## src/rtl/classifier_pkg.sv

```systemverilog
// rtl/classifier_pkg.sv - shared types and width helper for the classifier mask-energy stage
// CLASSIFIER_ENERGY_SATURATE_EN narrows the accumulator to BIT_WIDTH with saturating adds.
package classifier_pkg;

    typedef enum logic [1:0] {
        IDLE = 2'd0,
        CALC = 2'd1,
        DONE = 2'd2
    } mask_energy_state_t;

    // Wide enough that N_SAMPLES full-scale magnitudes cannot wrap.
    function automatic int acc_width(input int bit_width, input int n_samples);
`ifdef CLASSIFIER_ENERGY_SATURATE_EN
        acc_width = bit_width + 0 * n_samples;
`else
        acc_width = bit_width + $clog2(n_samples);
`endif
    endfunction

    localparam int ACC_W_DEFAULT = acc_width(32, 8);

endpackage

```

## src/rtl/classifier_mask_energy_accum.sv

```systemverilog
// rtl/classifier_mask_energy_accum.sv - masked magnitude accumulator with clear/enable
// CLASSIFIER_ENERGY_SATURATE_EN clamps each add at all-ones instead of wrapping.
module classifier_mask_energy_accum #(
    parameter int BIT_WIDTH = 32,
    parameter int ACC_W     = 35
) (
    input  logic                 clk,
    input  logic                 reset_n,
    input  logic                 clr,
    input  logic                 en,
    input  logic                 mask_bit,
    input  logic [BIT_WIDTH-1:0] mag,
    output logic [ACC_W-1:0]     acc
);

    logic [ACC_W-1:0] acc_next;

`ifdef CLASSIFIER_ENERGY_SATURATE_EN
    logic [ACC_W:0] sum;

    always_comb begin
        sum      = {1'b0, acc} + (ACC_W + 1)'(mag);
        acc_next = sum[ACC_W] ? {ACC_W{1'b1}} : sum[ACC_W-1:0];
    end
`else
    always_comb begin
        acc_next = acc + ACC_W'(mag);
    end
`endif

    always_ff @(posedge clk) begin
        if (!reset_n || clr) begin
            acc <= '0;
        end else if (en && mask_bit) begin
            acc <= acc_next;
        end
    end

endmodule

```

## src/rtl/classifier_mask_energy.sv

```systemverilog
// rtl/classifier_mask_energy.sv - walks one frame of bins, sums masked magnitudes, compares to threshold
// CLASSIFIER_ENERGY_SATURATE_EN selects the saturating BIT_WIDTH accumulator.
module classifier_mask_energy
    import classifier_pkg::*;
#(
    parameter  int BIT_WIDTH  = 32,
    parameter  int DECIMAL_PT = 16,
    parameter  int N_SAMPLES  = 8,
    localparam int ACC_W      = acc_width(BIT_WIDTH, N_SAMPLES)
) (
    input  logic                           clk,
    input  logic                           reset_n,
    input  logic [BIT_WIDTH*N_SAMPLES-1:0] recv_mag,
    input  logic [BIT_WIDTH*N_SAMPLES-1:0] recv_mask,
    input  logic [BIT_WIDTH-1:0]           recv_thresh,
    input  logic                           recv_val,
    output logic                           recv_rdy,
    output logic                           send_msg,
    output logic [ACC_W-1:0]               send_energy,
    output logic                           send_val,
    input  logic                           send_rdy
);

    localparam int IDX_W = $clog2(N_SAMPLES);
    localparam logic [IDX_W-1:0] LAST_IDX = IDX_W'(N_SAMPLES - 1);

    if (N_SAMPLES < 2) begin : g_bad_n
        $error("N_SAMPLES must be at least 2");
    end
    if (DECIMAL_PT > BIT_WIDTH) begin : g_bad_pt
        $error("DECIMAL_PT must not exceed BIT_WIDTH");
    end

    mask_energy_state_t   state;
    logic [IDX_W-1:0]     idx;
    logic [BIT_WIDTH-1:0] mag_q [N_SAMPLES];
    logic [N_SAMPLES-1:0] mask_q;
    logic [BIT_WIDTH-1:0] thresh_q;
    logic [ACC_W-1:0]     acc;
    logic                 accept;
    logic                 unused_mask_bits;

    assign unused_mask_bits = ^recv_mask;
    assign accept           = (state == IDLE) && recv_val;

    always_ff @(posedge clk) begin
        if (!reset_n) begin
            state    <= IDLE;
            idx      <= '0;
            mask_q   <= '0;
            thresh_q <= '0;
            for (int i = 0; i < N_SAMPLES; i++) begin
                mag_q[i] <= '0;
            end
        end else begin
            case (state)
                IDLE: begin
                    if (recv_val) begin
                        for (int i = 0; i < N_SAMPLES; i++) begin
                            mag_q[i]  <= recv_mag[i*BIT_WIDTH +: BIT_WIDTH];
                            mask_q[i] <= recv_mask[i*BIT_WIDTH];
                        end
                        thresh_q <= recv_thresh;
                        idx      <= '0;
                        state    <= CALC;
                    end
                end
                CALC: begin
                    idx <= idx + 1'b1;
                    if (idx == LAST_IDX) begin
                        state <= DONE;
                    end
                end
                DONE: begin
                    if (send_rdy) begin
                        state <= IDLE;
                    end
                end
                default: state <= IDLE;
            endcase
        end
    end

    classifier_mask_energy_accum #(
        .BIT_WIDTH (BIT_WIDTH),
        .ACC_W     (ACC_W)
    ) u_accum (
        .clk      (clk),
        .reset_n  (reset_n),
        .clr      (accept),
        .en       (state == CALC),
        .mask_bit (mask_q[idx]),
        .mag      (mag_q[idx]),
        .acc      (acc)
    );

    // Both operands carry DECIMAL_PT fractional bits, so a plain unsigned compare suffices.
    assign recv_rdy    = (state == IDLE);
    assign send_val    = (state == DONE);
    assign send_energy = acc;
    assign send_msg    = (state == DONE) && (acc >= ACC_W'(thresh_q));

endmodule

```

## config.mk

```make
export PLATFORM = sky130hd
export DESIGN_NAME = classifier_mask_energy
export DESIGN_NICKNAME = d
export VERILOG_FILES = /design/src/rtl/classifier_pkg.sv /design/src/rtl/classifier_mask_energy_accum.sv /design/src/rtl/classifier_mask_energy.sv
export SDC_FILE = /design/constraint.sdc
export NUM_CORES = 1
export LEC_CHECK = 0
export CAP_MARGIN = 20
export CORE_AREA = 3 3 229 231
export DETAILED_ROUTE_END_ITERATION = 10
export DIE_AREA = 0 0 232 234
export GPL_TIMING_DRIVEN = 0
export PLACE_DENSITY = 0.59
export RECOVER_POWER = 100
export SLEW_MARGIN = 25
export SYNTH_ARGS = -nofsm -noshare
export SYNTH_HDL_FRONTEND = slang
export SYNTH_HIERARCHICAL = 1
export SYNTH_SLANG_ARGS = --single-unit
```

## constraint.sdc

```tcl
create_clock -name clk -period 8.6 [get_ports clk]
set_input_delay 1.29 -clock clk [delete_from_list [all_inputs] [get_ports clk]]
set_output_delay 1.29 -clock clk [all_outputs]
set_load 0.01 [all_outputs]
```

* Word-level counts from Yosys, hierarchy flattened
Memory sizes are Yosys's and may differ from the RTL's. A register that Yosys moved wholly into a read port is not among the register bits.
Cells that the tools add are included.
** Operators by class
- $add $sub $neg :: 2
- Multiply operators :: 0
- Divide/modulo/power cells :: 0
- $lt $le $gt $ge :: 2
- Equal/unequal tests :: 6
- Shifts and indexed selects :: 0
- Muxes and demuxes :: 23
- Bitwise operators :: 8
- Reduce and logical (&&, ||, !) cells :: 10
** Operators with widths (count)
- $mux 32 :: 8
- $add 35x32->35 :: 1
- $ge 35x32->1 :: 1
- $mux 3 :: 3
- $or 1x1->1 :: 8
- $mux 1 :: 6
- $mux 2 :: 3
- $pmux 2 s3 :: 1
- $pmux 3 s2 :: 1
- $lt 3x4->1 const B :: 1
- $ne 2x2->1 const B :: 2
- $reduce_and 2->1 :: 2
- $add 3x1->3 const B :: 1
- $bmux 1 s3 :: 1
- $eq 3x3->1 const B :: 1
- $logic_and 1x1->1 :: 3
- $reduce_and 3->1 :: 1
- $eq 2x1->1 const B :: 1
- $eq 2x2->1 const B :: 1
- $logic_not 2->1 :: 1
- $ne 2x1->1 const B :: 1
- $reduce_bool 2->1 :: 1
- $logic_not 1->1 :: 1
- $logic_or 1x1->1 :: 1
** Storage, ports and cells
- Register bits after elaboration :: 80
- Latch bits :: 0
- Memory bits (writable) :: 256
- Bits in read-only memories :: 0
- Output and inout bits :: 38
- Memories kept :: 1
** Memory list
- mag_q :: words 8, width 32, read ports 1, clocked after memory_dff 1, write ports 8, RTL line classifier_mask_energy.sv:36 : logic [BIT_WIDTH-1:0] mag_q [N_SAMPLES];

* Depth between registers and ports, before layout
Gate-level depths: netlist of the first run.
- Depth after elaboration :: 5
- Gate-level depth with buffers :: 14
- Depth with buffers taken out :: 12

* By module
Netlist of the first run, hierarchy kept.
** By module, submodules not included
- classifier_mask_energy :: times used 1, cells each 999, area an instance 14089.8 um2, seq. area each 8648.3 um2
- classifier_mask_energy_accum :: times used 1, cells each 410, area an instance 3088.0 um2, seq. area each 700.7 um2

* Worst setup path before layout of the first run
Ideal clock, no wire load.
- Path type :: input-to-reg
- From :: input reset_n
- To :: memory mag_q[0][0], enable pin
- Library setup time :: 1.957 ns
- Data arrival time :: 5.902 ns
- Setup slack :: 0.741 ns
- Cell stages on the path :: 3
- Cell sequence :: clkbuf_1 clkbuf_1 nand2_1
** RTL lines
- from (decl) :: RTL line classifier_mask_energy.sv:12 : input logic reset_n,
- to (decl) :: RTL line classifier_mask_energy.sv:36

==> results of run 1 <==
metrics by stage:
step / cell area [um^2] / setup TNS [ns] / hold WS (ns)
finish: 22600 / 0 / 0.465
global route: 22600 / 0 / 0.486
CTS: 22700 / 0 / 0.466
detailed placement: 21500 / 0 / 0.459
global placement: 21400 / -753.38 / 0.453
floorplan: 17200 / 0 / 0.440
registers in the layout, summed over array words and instances (netlist names), named ones only:
register and cells:
idx 3, mag_q 256, mask_q 8, state 2
thresh_q 32, u_accum/acc 35
Yosys cell counts (all sizes together) (2+ instances only):
cell type,count,share of area
edfxtp,256,0.45
and3,199,0.072
nand2,159,0.035
dfxtp,83,0.097
clkbuf,70,0.016
and2,69,0.025
ha,66,0.048
mux4,66,0.087
a21oi,64,0.021
inv,44,0.0096
o21ai,43,0.013
a21boi,42,0.018
mux2,33,0.022
buf,30,0.013
nor2,25,0.0056
nand3,18,0.0052
nand4,14,0.0051
xor2,12,0.0061
nor3,10,0.0029
o211ai,10,0.0047
a21o,9,0.0039
or3,9,0.0033
xnor2,8,0.0041
nand2b,7,0.0025
o21a,7,0.0031
a211oi,6,0.0026
o21bai,6,0.0026
a31oi,5,0.0018
a41oi,5,0.0030
a32o,4,0.0023
a221oi,3,0.0029
nor2b,3,0.0011
a2111oi,2,0.0014
a211o,2,0.0010
nor3b,2,0.0012
o22ai,2,0.00073
or2,2,0.00073
area by class of cell:
cell class              instances  area (um^2)
well taps                     672          841
clock buffers                  56         1060
plain buffers                 100          459
multi-input cells             926         7140
diodes                          4         10.0
inverters                      44          165
flip-flops and latches        339         9350
repair buffers                342         3460
fillers                      4709        27700
clock inverters                15          138
metal layers:
layer	up-vias	part of all wire	GRT usage
met5	-	0.0013	0
met4	10	0.017	0.0496
met3	75	0.072	0.0398
met2	447	0.49	0.352
met1	6272	0.42	0.275
li1	6052	-	-
cells in the final DEF (no fill, tap or decap), types with 10 or more instances in the layout:
| cell | netlist | final |
|---|---|---|
| clkdlybuf4s50_1 | 0 | 298 |
| edfxtp_1 | 256 | 256 |
| and3_1 | 199 | 199 |
| nand2_1 | 158 | 159 |
| clkbuf_1 | 67 | 95 |
| dfxtp_1 | 83 | 83 |
| mux4_2 | 66 | 66 |
| ha_1 | 66 | 66 |
| a21oi_1 | 57 | 60 |
| inv_1 | 43 | 44 |
| and2_0 | 0 | 44 |
| a21boi_0 | 42 | 42 |
| clkbuf_16 | 0 | 39 |
| dlygate4sd3_1 | 0 | 39 |
| o21ai_0 | 33 | 38 |
| mux2_2 | 33 | 32 |
| nor2_1 | 24 | 24 |
| and2_1 | 68 | 24 |
| nand3_1 | 18 | 18 |
| nand4_1 | 14 | 14 |
| xor2_1 | 12 | 12 |
| buf_2 | 12 | 10 |
| nor3_1 | 10 | 10 |
| o211ai_1 | 9 | 10 |
worst paths after layout:
check | cells past startpoint | startpoint | endpoint
setup / recovery | 6 | reset_n | mag_q[1][7]
setup reg to reg | 14 | register | u_accum/acc[34]
hold / removal | 2 | mask_q[5] | mask_q[5]
hold reg to reg | 2 | mask_q[5] | mask_q[5]
tightest hold or removal path, cell delays in order, from the launching register on:
cell	delay, ns
dfxtp_1	0.31
nand2_1	0.05
a21boi_0	0.06
cell families after synthesis:
kind of cell               count (synthesis)  synth area share
buffers and inverters                    144            0.0378
xor gates and xnor gates                  20            0.0102
DFF                                      339             0.544
and+or+nand+nor                          522             0.163
AOI/OAI and AO/OA                        217            0.0865
adders and majority gates                 67            0.0492
muxes                                    100             0.109
power groups by stage:
stage                     registers, uW  logic (uW)  clock network, uW
after floorplan                    1950         294                  0
after global placement             1970         573                  0
after detailed placement           1950         587                  0
after CTS                          1910         590               1610
after global routing               1930         623               1680
final                              1910         576               1580
==> metrics.txt, run 1 <==
Critical path buffers and inverters=5; Synth cell types=71; final core utilization=0.450; Post-CTS Setup Bufs=0; # hold bufs at CTS=0; CP Capture Type=register; CTS tree=done; Setup Viol. Count Final=0; Mapped Nets=2024; final worst setup slack=between 2 and 3 ns; Initial Util=0.342; RSZ-0062 raised after global routing=no; Port Buf Inserts=~340; ANT nets after route=0; Cell Count Post-Placement=around 2400; final WL=about 57 mm; Hold Vio Cnt, Final=0; vias in the first global route=around 13000; TritonCTS buffer count=39; clk slew on worst S/H paths=~0.060 ns; Setup CP Type=input pin to register; R2R Setup Slk=3.45 ns; grt ovf=0; Hold Path Class=register to register; syn_area_per_cell=12.2 um^2; routability cong.=0.825; critical path's top delay family=buffers and inverters; CP max FO=52; Max-slew headroom=-0.844; CTS Buffer Depth=3; Tot Pwr=roughly 4100 uW; CP max stage cell=clkbuf_1; post_cts resized=0; Sw Ratio=0.247; Pint=between 3000 and 4000 uW; required time of the critical path=8.85 ns; logic gate share of total power=0.142; EDFF count, synth=between 200 and 300; fin. max-slew vios=78; Seq cells post-synth=between 300 and 400; H-tree depth=2; initial antenna violation count=9; DIE AREA=between 50000 and 60000 um^2; Root Buffer=clkbuf_16; Remaining DRCs=0; period utilization=0.685; dpl ws=around 4 ns; Arr. time, crit path=~6.1 ns; DR vias=between 10000 and 15000; Max Cap Viol=2; die width=between 200 and 250 um; share of cells above drive strength 1=0.102; synthesis-to-finish area growth=31.6%; CTS sink count=339; Skew-Pair Late Insertion Delay=about 0.57 ns; FFs w/ async S/R, synth=0; Synth Flop Type=edfxtp_1; first-pass GRT wire length=about 83 mm; Final nets=approximately 2400; Worst Tran Pin Value=2.77 ns; Synth Cell Area=about 17000 um^2; Cell Rows=82; Leak=around 0.009 uW; Crit path largest cell delay=slightly above 2 ns; register area share after synthesis=0.544; Layout Skew=between 0.03 and 0.04 ns; Vias/cell=between 5 and 6; crit-path cells=dlygate4sd3_1, clkbuf_1, clkbuf_1, nand2_1, clkbuf_1, buf_12; hpwl dp=between 40 and 50 mm; Initial DRC Count=959; Pre-Repair DR Iteration Count=5; Die H=around 230 um; wire per inst=22.8 um; fmax=about 0.17 GHz; Tot GR Track Use=0.207; pin count of the biggest net entering global routing=56; Core ar.=just over 50000 um^2; failing checks=capacitance limit, slew limit; crit start category=input pin; number of I/O pins=about 600; Seq pwr share=0.471; most used cell along the critical path=clkbuf_1; pwr/cell area=~180 nW/um^2; Yosys warnings=6; Post-Layout Cell Count=~2500; switching power=about 1000 uW; Post-Syn Instances=1409; clock share of power=0.388; min Tclk post-route=between 5 and 6 ns; outcome=finished with violations; Peak VDD IR=0.108 mV
No activity file was read; power rests on OpenSTA's default activity.
==> inputs of run 2 (changes only) <==
==> constraint.sdc (replaced) <==
create_clock -name clk -period 5.6 [get_ports clk]
set_input_delay 0.84 -clock clk [delete_from_list [all_inputs] [get_ports clk]]
set_output_delay 0.84 -clock clk [all_outputs]
set_load 0.01 [all_outputs]
==> metrics.txt, run 2 (synthesis results as in run 1) <==
failing checks=capacitance limit (was capacitance limit, slew limit); crit-path cells=clkbuf_1, buf_2, mux4_2, mux2_2, ha_1, and2_4, nand3b_1, a21oi_1, o21ai_0, a2111oi_0, o21a_1, nor3_1 (was dlygate4sd3_1, clkbuf_1, clkbuf_1, nand2_1, clkbuf_1, buf_12); post_cts resized=0 (unchanged); min Tclk post-route=4.90 ns; initial antenna violation count=5 (was 9); Max-slew headroom=0.0162 (was -0.844); DR vias=13000 (was 12900); die width=232 um (unchanged); most frequent cells in the layout=clkdlybuf4s50_1 (298), edfxtp_1 (256), and3_1 (199) (unchanged); CTS tree=done (unchanged); Skew-Pair Late Insertion Delay=0.58 ns (was 0.57 ns); H-tree depth=2 (unchanged); Cell Count Post-Placement=2421 (was 2423); fin. max-slew vios=0 (was 78); Worst Tran Pin Value=1.47 ns (was 2.77 ns); CP max stage cell=a2111oi_0 (was clkbuf_1); CP Capture Type=register (unchanged); Worst R2R Path Depth=12 (was 14); # hold bufs at CTS=0 (unchanged); Peak VDD IR=0.206 mV (was 0.108 mV); WP depth=12 (was 6); TritonCTS buffer count=41 (was 39); final WL=57.3 mm (was 56.9 mm); clk slew on worst S/H paths=0.06 ns (about the same); max FFs per register=256 (unchanged); final core utilization=0.452 (was 0.450); Crit path largest cell delay=0.97 ns (was 2.04 ns); Min Hold Slack=0.462 ns (was 0.465 ns); Layout Skew=0.0257 ns (was 0.0326 ns); Critical path buffers and inverters=2 (was 5); ANT nets after route=0 (unchanged); Setup Viol. Count Final=0 (unchanged); reg2reg end=u_accum/acc[33] (was u_accum/acc[34]); R2R Setup Slk=0.70 ns (was 3.45 ns); outcome=finished with violations (unchanged); DIE AREA=54300 um^2 (unchanged); crit start category=register (was input pin); Leak=0.00911 uW (was 0.00903 uW); Initial DRC Count=957 (was 959); CTS Buffer Depth=3 (unchanged); Setup CP Type=register to register (was input pin to register); fmax=around 0.2 GHz; Hold Vio Cnt, Final=0 (unchanged); first-pass GRT wire length=83.7 mm (was 83.0 mm); RSZ-0062 raised after global routing=no (unchanged); share of cells above drive strength 1=0.109 (was 0.102); Post-CTS Setup Bufs=0 (unchanged); pin count of the biggest net entering global routing=91 (was 56); Hold Path Class=register to register (unchanged); Port Buf Inserts=337 (unchanged); wire per inst=23.0 um (was 22.8 um); final worst setup slack=0.698 ns (was 2.71 ns); setup TNS=0 ns (unchanged); dpl ws=1.14 ns (was 4.00 ns); Root Buffer=clkbuf_16 (unchanged); Largest regs=mag_q x256, u_accum/acc x35, thresh_q x32 (unchanged); period utilization=0.875; Remaining DRCs=0 (unchanged); routability cong.=0.878 (was 0.825); required time of the critical path=6.03 ns (was 8.85 ns); Largest Register=mag_q (unchanged); Vias/cell=5.19 (was 5.15); most used routing layer=met2 (unchanged); Core ar.=50300 um^2 (unchanged); Tot GR Track Use=0.209 (was 0.207); critical path's top delay family=compound AO/OA/AOI/OAI gates (was buffers and inverters); Final nets=2407 (unchanged); Die H=234 um (unchanged); commonest non-fill, non-tap cell in the layout=clkdlybuf4s50_1 (unchanged); pwr/cell area=286 nW/um^2 (was 180 nW/um^2); met3 usage=0.0380 (was 0.0398); Pre-Repair DR Iteration Count=5 (unchanged); grt met2 use=0.355 (was 0.352); synthesis-to-finish area growth=32.3% (was 31.6%); Initial Util=0.342 (unchanged); grt ovf=0 (unchanged); Arr. time, crit path=5.33 ns (was 6.14 ns); Post-Layout Cell Count=2495 (was 2498); Max Cap Viol=1 (was 2); number of I/O pins=586 (unchanged); CP max FO=10 (was 52); vias in the first global route=13500 (was 13400); CTS sink count=339 (unchanged); met1 Resource Use GR=0.277 (was 0.275); Cell Rows=82 (unchanged); hpwl dp=43.9 mm (was 44.1 mm); Critical Path End=u_accum/acc[33] (was mag_q[1][7])
run 2: changes by cell type in the layout (fill, tap and decap cells not counted), moves of 3 or more:
cell,delta
clkbuf_1,-13
bufinv_16,+4
diode_2,-3
and2_0,-6
and2_1,+6
clkinv_2,+7
run 2: power breakdown:
part           switching [uW]  internal (uW)  total [uW]
clock network            1100           1590        2690
logic                     448            434         882
registers                51.2           2890        2940
run 2: cell type report:
| class | instances | area, um^2 |
|---|---|---|
| Fill cell | 4698 | 27500 |
| Buffer | 100 | 459 |
| Antenna cell | 1 | 2.50 |
| Sequential cell | 339 | 9350 |
| Timing Repair Buffer | 340 | 3420 |
| Tap cell | 672 | 841 |
| Clock buffer | 45 | 1040 |
| Clock inverter | 28 | 317 |
| Inverter | 44 | 165 |
| Multi-Input combinational cell | 926 | 7140 |
run 2: worst min path at each step:
stage	start	to	cells past startpoint
2_1_floorplan	mask_q[6]	mask_q[6]	2
3_3_place_gp	mask_q[1]	mask_q[1]	2
3_5_place_dp	mask_q[0]	mask_q[0]	2
4_1_cts	mask_q[0]	mask_q[0]	2
5_1_grt	mask_q[0]	mask_q[0]	2
6_report	mask_q[0]	mask_q[0]	2
run 2: worst reg2reg max path: cells and delay by family, from the launching register on:
| family | cells | cell delay, ns |
|---|---|---|
| flops | 1 | 0.31 |
| fa+ha+maj | 1 | 0.39 |
| compound gates | 4 | 1.87 |
| mux | 2 | 0.70 |
| buf+inv | 2 | 1.17 |
| simple gates | 3 | 0.34 |
run 2: routing by layer:
| metal | wire [um] | share of wire | up-vias |
|---|---|---|---|
| met5 | 39 | 0.00068 | - |
| met4 | 1000 | 0.017 | 6 |
| li1 | - | - | 6041 |
| met2 | 28000 | 0.49 | 485 |
| met1 | 24400 | 0.43 | 6357 |
| met3 | 3870 | 0.067 | 64 |
run 2: per-stage QoR:
stage / power [uW] / area, um^2
after floorplan: 3440 / 17200
after global placement: 3890 / 21400
after detailed placement: 3890 / 21500
after CTS: 6600 / 22800
after global routing: 6750 / 22700
final: 6510 / 22700
